`config.mk`:
```
export PLATFORM = sky130hd
export DESIGN_NAME = arrange_stream_ctrl
export DESIGN_NICKNAME = d
export VERILOG_FILES = /design/src/rtl/arrange_pkg.sv /design/src/rtl/arrange_frame_buf.sv /design/src/rtl/arrange_stream_ctrl.sv
export SDC_FILE = /design/constraint.sdc
export NUM_CORES = 1
export LEC_CHECK = 0
export CAP_MARGIN = 15
export CORE_MARGIN = 5
export CORE_UTILIZATION = 59
export CTS_CLUSTER_DIAMETER = 150
export DETAILED_ROUTE_END_ITERATION = 16
export PLACE_DENSITY = 0.86
export SYNTH_ARGS = -nofsm -noshare
export SYNTH_HDL_FRONTEND = slang
export SYNTH_SLANG_ARGS = --single-unit
export TNS_END_PERCENT = 50
```
`constraint.sdc`:
```
create_clock -name clk -period 2.85 [get_ports clk]
set_clock_uncertainty 0.1 [all_clocks]
set_input_delay 0.855 -clock clk [delete_from_list [all_inputs] [get_ports clk]]
set_output_delay 0.855 -clock clk [all_outputs]
set_load 0.01 [all_outputs]
```
`src/rtl/arrange_pkg.sv`:
```
// Shared types and helpers for the odd/even arrange stream controller.
package arrange_pkg;

    // Default frame geometry; the top-level parameters default to these.
    localparam int N_DEF = 10;
    localparam int W_DEF = 4;
    localparam int PW    = $clog2(N_DEF);
    localparam int CW    = $clog2(N_DEF + 1);

    // Controller phases: collecting a frame, replaying evens, replaying odds.
    typedef enum logic [1:0] {
        LOAD      = 2'd0,
        EMIT_EVEN = 2'd1,
        EMIT_ODD  = 2'd2
    } state_t;

    // Parity of an element is carried entirely by its least significant bit.
    function automatic logic is_odd(input logic [W_DEF-1:0] x);
        return x[0];
    endfunction

endpackage

```
`src/rtl/arrange_frame_buf.sv`:
```
// Frame storage: N x W register file, one write port, one asynchronous read
// port, all entries cleared by reset.
module arrange_frame_buf #(
    parameter int N  = 10,
    parameter int W  = 4,
    parameter int AW = $clog2(N)
) (
    input  logic          clk,
    input  logic          rst_n,
    input  logic          i_wr_en,
    input  logic [AW-1:0] i_wr_addr,
    input  logic [W-1:0]  i_wr_data,
    input  logic [AW-1:0] i_rd_addr,
    output logic [W-1:0]  o_rd_data
);

    logic [N-1:0][W-1:0] w_mem;

    genvar gi;
    generate
        for (gi = 0; gi < N; gi++) begin : g_entry
            logic [W-1:0] r_entry;

            // Each entry captures the write data only when it is addressed.
            always_ff @(posedge clk or negedge rst_n) begin
                if (!rst_n) begin
                    r_entry <= '0;
                end else if (i_wr_en && (i_wr_addr == AW'(gi))) begin
                    r_entry <= i_wr_data;
                end
            end

            assign w_mem[gi] = r_entry;
        end
    endgenerate

    // Read is combinational so the controller sees the addressed entry in
    // the same cycle the read pointer points at it.
    assign o_rd_data = w_mem[i_rd_addr];

endmodule

```
`src/rtl/arrange_stream_ctrl.sv`:
```
// Collects a frame of N elements from a valid/ready stream, then replays it
// as all even elements followed by all odd elements, each in arrival order.
module arrange_stream_ctrl
    import arrange_pkg::*;
#(
    parameter int N = N_DEF,
    parameter int W = W_DEF
) (
    input  logic                     clk,
    input  logic                     rst_n,
    input  logic                     in_valid,
    output logic                     in_ready,
    input  logic [W-1:0]             in_data,
    output logic                     out_valid,
    input  logic                     out_ready,
    output logic [W-1:0]             out_data,
    output logic                     out_odd,
    output logic                     out_last,
    output logic [$clog2(N+1)-1:0]   even_count,
    output logic                     busy
);

    localparam int AW  = $clog2(N);
    localparam int CNW = $clog2(N + 1);
    localparam logic [AW-1:0] LAST_IDX = AW'(N - 1);

    state_t          r_state;
    logic [AW-1:0]   r_wr_ptr;
    logic [AW-1:0]   r_rd_ptr;
    logic [AW-1:0]   r_emit_cnt;
    logic [CNW-1:0]  r_even_count;

    logic            w_wr_en;
    logic            w_emit;
    logic            w_match;
    logic            w_out_fire;
    logic            w_advance;
    logic [W-1:0]    w_rd_data;

    arrange_frame_buf #(
        .N  (N),
        .W  (W),
        .AW (AW)
    ) u_frame_buf (
        .clk       (clk),
        .rst_n     (rst_n),
        .i_wr_en   (w_wr_en),
        .i_wr_addr (r_wr_ptr),
        .i_wr_data (in_data),
        .i_rd_addr (r_rd_ptr),
        .o_rd_data (w_rd_data)
    );

    // Input is only accepted while loading; during replay the producer is
    // simply held off, so nothing offered then is lost.
    assign w_wr_en    = (r_state == LOAD) & in_valid;
    assign w_emit     = (r_state != LOAD);
    // An entry belongs to the current pass when its parity equals the pass.
    assign w_match    = (is_odd(w_rd_data) == (r_state == EMIT_ODD));
    assign w_out_fire = w_emit & w_match & out_ready;
    // Non-matching entries are skipped in a single cycle; matching ones wait
    // for the consumer.
    assign w_advance  = w_emit & (~w_match | out_ready);

    assign in_ready   = (r_state == LOAD);
    assign busy       = w_emit;
    assign out_valid  = w_emit & w_match;
    assign out_data   = w_emit ? w_rd_data : '0;
    assign out_odd    = (r_state == EMIT_ODD);
    assign out_last   = out_valid & (r_emit_cnt == LAST_IDX);
    assign even_count = r_even_count;

    // Phase sequencing, buffer pointers and the output transfer counter.
    always_ff @(posedge clk or negedge rst_n) begin
        if (!rst_n) begin
            r_state    <= LOAD;
            r_wr_ptr   <= '0;
            r_rd_ptr   <= '0;
            r_emit_cnt <= '0;
        end else begin
            case (r_state)
                LOAD: begin
                    if (in_valid) begin
                        if (r_wr_ptr == LAST_IDX) begin
                            r_state    <= EMIT_EVEN;
                            r_wr_ptr   <= '0;
                            r_rd_ptr   <= '0;
                            r_emit_cnt <= '0;
                        end else begin
                            r_wr_ptr <= r_wr_ptr + AW'(1);
                        end
                    end
                end
                EMIT_EVEN, EMIT_ODD: begin
                    // Saturate so the counter never wraps past the last slot.
                    if (w_out_fire && (r_emit_cnt != LAST_IDX)) begin
                        r_emit_cnt <= r_emit_cnt + AW'(1);
                    end
                    if (w_advance) begin
                        if (r_rd_ptr == LAST_IDX) begin
                            r_rd_ptr <= '0;
                            r_state  <= (r_state == EMIT_EVEN) ? EMIT_ODD : LOAD;
                        end else begin
                            r_rd_ptr <= r_rd_ptr + AW'(1);
                        end
                    end
                end
                default: r_state <= LOAD;
            endcase
        end
    end

    // Even tally restarts on the first element of a frame and then counts
    // every accepted element with a clear LSB.
    always_ff @(posedge clk or negedge rst_n) begin
        if (!rst_n) begin
            r_even_count <= '0;
        end else if (w_wr_en) begin
            if (r_wr_ptr == '0) begin
                r_even_count <= is_odd(in_data) ? CNW'(0) : CNW'(1);
            end else if (!is_odd(in_data)) begin
                r_even_count <= r_even_count + CNW'(1);
            end
        end
    end

endmodule
```
* Word-level counts from Yosys, hierarchy flattened
Index checks and enable logic that the tools add are counted.
** Storage, ports and cells
- Flip-flop bits (word level) :: 58
** Cells by class
- Add/subtract/negate cells :: 4
- Bitwise logic cells :: 7
- $lt $le $gt $ge :: 1
- Mux-type cells :: 20
- Equal/unequal tests :: 21
- Reductions and logical operators :: 21
** Operators with widths (count)
- $mux W4 :: 10
- $add A4 B1 Y4 const B :: 4
- $bmux W4 S4 :: 1
- $eq A4 B3 Y1 const B :: 4
- $eq A4 B4 Y1 const B :: 4
- $pmux W4 S2 :: 2
- $reduce_and A4 Y1 :: 3
- $logic_and A1 B1 Y1 :: 11
- $mux W2 :: 5
- $eq A4 B2 Y1 const B :: 2
- $ne A2 B2 Y1 const B :: 4
- $and A1 B1 Y1 :: 5
- $lt A4 B5 Y1 const B :: 1
- $eq A4 B1 Y1 const B :: 1
- $logic_not A4 Y1 :: 1
- $ne A2 B1 Y1 const B :: 2
- $ne A4 B4 Y1 const B :: 1
- $pmux W2 S2 :: 1
- $reduce_and A2 Y1 :: 2
- $reduce_bool A2 Y1 :: 2
- $eq A2 B1 Y1 const B :: 1
- $eq A2 B2 Y1 const B :: 1
- $logic_not A2 Y1 :: 1
- $reduce_or A2 Y1 :: 1
- other kinds (4) :: 4

* Depth between registers and ports, before layout
Gate-level depths: netlist (run 1).
- Word-level depth :: 8
- Depth in mapped cells :: 8

* By module
From an unflattened synthesis (run 1), not the netlist that was laid out.
** Second synthesis, totals
- Cells, all modules :: 249
- Area, all modules :: 3036.7 um2
** By module, submodules not included
- arrange_frame_buf :: times used 1, area an instance 1923.1 um2, cells each 136
- arrange_stream_ctrl :: times used 1, area an instance 1113.6 um2, cells each 113

* Worst setup path after synthesis (run 1)
Ideal clock, no wire load.
- Path kind :: reg-to-output
- From :: register r_rd_ptr[0]
- To :: output port out_last
- Path buffers :: 1
- Required time :: 1895 ps
- Stages on the path, launching flop included :: 7
- Arrival :: 1888 ps
- Setup slack :: 7 ps
- Cells stage by stage :: dfrtp_1 -> buf_6 -> mux4_2 -> or2_4 -> a31oi_4 -> xnor2_4 -> nor3_1
** Between the ends
- Cells in the longest elaborated chain, start to end :: 5
** RTL lines
- start: declaration :: RTL line arrange_stream_ctrl.sv:29 : logic [AW-1:0] r_rd_ptr;
- start signal: assignment :: RTL line arrange_stream_ctrl.sv:104 : r_rd_ptr <= r_rd_ptr + AW'(1);
- $bmux W4 S4 :: RTL line arrange_frame_buf.sv:39 : assign o_rd_data = w_mem[i_rd_addr];
- $mux W4 (implied by the code) :: RTL line arrange_frame_buf.sv:39
- $eq A1 B1 Y1 :: RTL line arrange_stream_ctrl.sv:59 : assign w_match = (is_odd(w_rd_data) == (r_state == EMIT_ODD));
- $and A1 B1 Y1 :: RTL line arrange_stream_ctrl.sv:67 : assign out_valid = w_emit & w_match;
- $and A1 B1 Y1 :: RTL line arrange_stream_ctrl.sv:70 : assign out_last = out_valid & (r_emit_cnt == LAST_IDX);
- end: declaration :: RTL line arrange_stream_ctrl.sv:18 : output logic out_last,
Every way passes these cells. The select of a mux whose other input is x is not followed.

* Worst setup path after layout (run 1)
- From :: register r_rd_ptr[0]
- To :: output port out_valid
** Between the ends
- Cells in the longest elaborated chain, start to end :: 4
** RTL lines
- $bmux W4 S4 :: RTL line arrange_frame_buf.sv:39
- $mux W4 (implied by the code) :: RTL line arrange_frame_buf.sv:39
- $eq A1 B1 Y1 :: RTL line arrange_stream_ctrl.sv:59
- $and A1 B1 Y1 :: RTL line arrange_stream_ctrl.sv:67
- end: declaration :: RTL line arrange_stream_ctrl.sv:14 : output logic out_valid,
Every way passes these cells. The select of a mux whose other input is x is not followed.

==> results.toml, run 1 <==
[status]
status = "finished with violations"
violations = "setup timing"

[drt]
wire_per_inst_um = 17.8
wl_mm = 6.55
postRouteAntennaNets = 0
vias = 2160
drt-pass1-iter-count = 4
drt-initial-drc-count = 177
drcViolationCount = 0
via_per_inst = 5.87

[clock_network]
clk_pin_slew_ns = 0.06
cts_buffer_depth = 2
cts_buffers = 9
cts_sinks = 58
ctsHoldBuffers = 0
cts_tree = "built"
cts_max_level = 3
root_buffer = "clkbuf_8"
clk_latency_ns = 0.33

[timing]
finalHoldViolCount = 0
final-setup-viol-count = 3
min_period_over_period = 1.04
fmax_ghz = 0.336
rsz0062_at_grt = "yes"
slew_headroom = 0.569
worstMarginPinSlew_ns = 0.647
setup_ws_ns = -0.122
drv_slew = 0
fin_crit_ns = 2.97

[synth]
syn_avg_cell_area_um2 = 11.8
syn_nets = 274
yosysWarnings = 0
synth-edff-count = 0
synthCells = 257
synth.distinct_cells = 45
syn_area_mm2 = 0.00304
ys_ff_latch = 58
synth-async-reset-ratio = 1.00
yosysSeqAreaShare = 0.477
synth-main-ff-cell = "dfrtp_1"

[placement]
io_buffers = 20
placed_cell_area_mm2 = 0.00340
gp_congestion = 0.795
dp_cells = 348
place_hpwl_mm = 4.47

[grt]
first_global_vias = 2183
grt_pass1_wl_mm = 10.9
antenna_found_initial = 0
grt_max_degree = 33
grt_usage = 0.224
grt-ovfl-total = 0

[setup_path]
cp_max_fo = 3
critPathKind = "reg -> out"
cp.required_ns = 1.90
worstPathArrival_ns = 2.02
critPathLaunchType = "flip-flop"
cp-end-kind = "output pin"

[hold_path]
hp-class = "reg -> reg"

[pwr]
seq_power_share = 0.346
p_per_area_mw_per_mm2 = 1200
power_switching_mw = 1.64
clock_power_share = 0.145
p_comb_frac = 0.508
internal-power_mw = 2.72
ir_drop_v = 0.000599
power_switching_share = 0.376
leakagePower_nw = 1.62
power_mw = 4.36

[cells_and_area]
nNetsFinal = 310
finalInstanceArea_mm2 = 0.00363
instances_no_fill = 368
syn_to_final_growth_pct = 19.3
layout-drive-gt1-share = 0.289
nFillCells = 340
antenna_cells = 0

[floorplanning]
dieArea_mm2 = 0.00669
initial_core_util = 0.603
num_io_pins = 21
coreArea_mm2 = 0.00504
die_w_um = 81.8
rows = 26
die_height_um = 81.8

[flow_run]
cap_violations = 0
-- area by class of cell --
cell class                      count  area (um^2)  area share
Timing Repair Buffer               42          379       0.104
Sequential cell                    58         1450       0.400
Clock buffer                       13          149      0.0410
Clock inverter                      3         15.0     0.00414
Multi-Input combinational cell    175         1520       0.419
Tap cell                           70         87.6      0.0241
Inverter                            7         26.3     0.00724
-- routing by layer --
metal | share of wire | global-route usage | routed length [um]
met2 | 0.51 | 0.366 | 3370
met4 | 0.027 | 0.0897 | 179
met1 | 0.41 | 0.286 | 2660
met3 | 0.052 | 0.0570 | 341
met5 | 0 | 0 | 0
-- per-stage QoR --
stage | hold slack (ns) | setup slack, ns | setup TNS (ns) | util
finish | 0.381 | -0.122 | -0.359 | 0.720
detailed placement | 0.370 | -0.226 | -0.920 | 0.674
global route | 0.399 | -0.204 | -0.792 | 0.720
floorplan | 0.346 | 0.00687 | 0 | -
CTS | 0.385 | -0.202 | -0.519 | 0.716
global placement | 0.363 | -0.212 | -0.750 | 0.674
-- flip-flops by register name, summed over array words and instances (netlist names) --
name / cells
r_wr_ptr: 4
r_state: 2
even_count: 4
r_emit_cnt: 4
r_rd_ptr: 4
u_frame_buf.g_entry.r_entry: 40
-- cells in the final DEF, fill, tap and decap left out, drive strengths merged, types with 9 or more instances in the layout --
cell	netlist	routed
dfrtp	58	58
mux2	37	37
buf	7	29
nand2	23	23
nor2	17	17
clkdlybuf4s50	0	13
clkbuf	10	13
mux2i	11	11
ha	9	9
-- cell families (layout without fill, tap and decap cells) --
family | after synthesis | in the layout | share of synthesized area
AO/OA/AOI/OAI | 25 | 25 | 0.0650
adder cells (fa/ha/maj) | 9 | 9 | 0.0370
AND/OR/NAND/NOR | 80 | 80 | 0.140
flip-flops | 58 | 58 | 0.477
multiplexers | 55 | 55 | 0.225
XOR/XNOR | 6 | 6 | 0.0234
buffers and inverters | 24 | 65 | 0.0325
-- power by group through the flow --
stage / Clock (mW) / Combinational (mW) / Sequential (mW)
after detailed placement: 0 / 2.11 / 1.50
after global routing: 0.688 / 2.42 / 1.56
final: 0.634 / 2.22 / 1.51
after global placement: 0 / 2.03 / 1.47
after CTS: 0.652 / 2.20 / 1.49
after floorplan: 0 / 1.53 / 1.39
-- cells in the mapped netlist, types with 2 or more instances --
cell	count	area, um^2
ha_1	9	113
mux4_2	7	158
nor2_1	17	63.8
nand2_1	23	86.3
clkbuf_1	10	37.5
dfrtp_1	58	1450
mux2_1	11	124
a21oi_1	3	15.0
nor3_4	2	32.5
a211o_1	2	17.5
nand4_1	2	12.5
buf_1	5	18.8
o21ai_0	6	30.0
nor4_1	2	12.5
inv_1	7	26.3
nand3b_1	3	22.5
or3_1	4	25.0
nor3_1	5	25.0
xor2_1	3	26.3
nor3b_1	2	15.0
xnor2_1	2	17.5
nor2b_1	3	18.8
mux2_2	26	293
nand3_1	7	35.0
and4b_1	2	20.0
nand2b_1	3	18.8
a31oi_1	3	18.8
o22a_1	3	26.3
mux2i_1	11	110
-- path summary, 6_finish.rpt --
path	start	to	slack, ns	depth (start not counted)
worst max-delay path	r_rd_ptr[0]	out_valid	-0.12	6
worst min-delay path	u_frame_buf.g_entry[9].r_entry[2]	u_frame_buf.g_entry[9].r_entry[2]	0.38	2
worst max register to register	r_rd_ptr[0]	r_state[1]	0.19	8
worst min register to register	u_frame_buf.g_entry[9].r_entry[2]	u_frame_buf.g_entry[9].r_entry[2]	0.38	2
max in group asynchronous	rst_n	even_count[2]	1.61	2
min in group asynchronous	rst_n	r_rd_ptr[1]	0.45	1
-- critical path, cell delays in order, from the launching register on --
cell	delay, ns
dfrtp_2	0.40
mux4_2	0.50
or2_4	0.25
a31oi_4	0.20
xnor2_4	0.15
nor2_1	0.05
buf_2	0.14
-- repair_timing --
action | in CTS | in global routing
endpoints found under the setup margin | 8 | 6
endpoints found under the hold margin | 0 | 0
gates cloned | 1 | 0
buffers inserted | 3 | 0
pin swaps | 2 | 1
gates resized for setup | 31 | 4
No activity file was read; power rests on OpenSTA's default activity.
==> run 2: changes to the inputs <==
Settings changed: CTS_CLUSTER_DIAMETER 150 to 50.
==> results of run 2 <==
No change in the layout: final DEF, timing and power equal those of run 1.
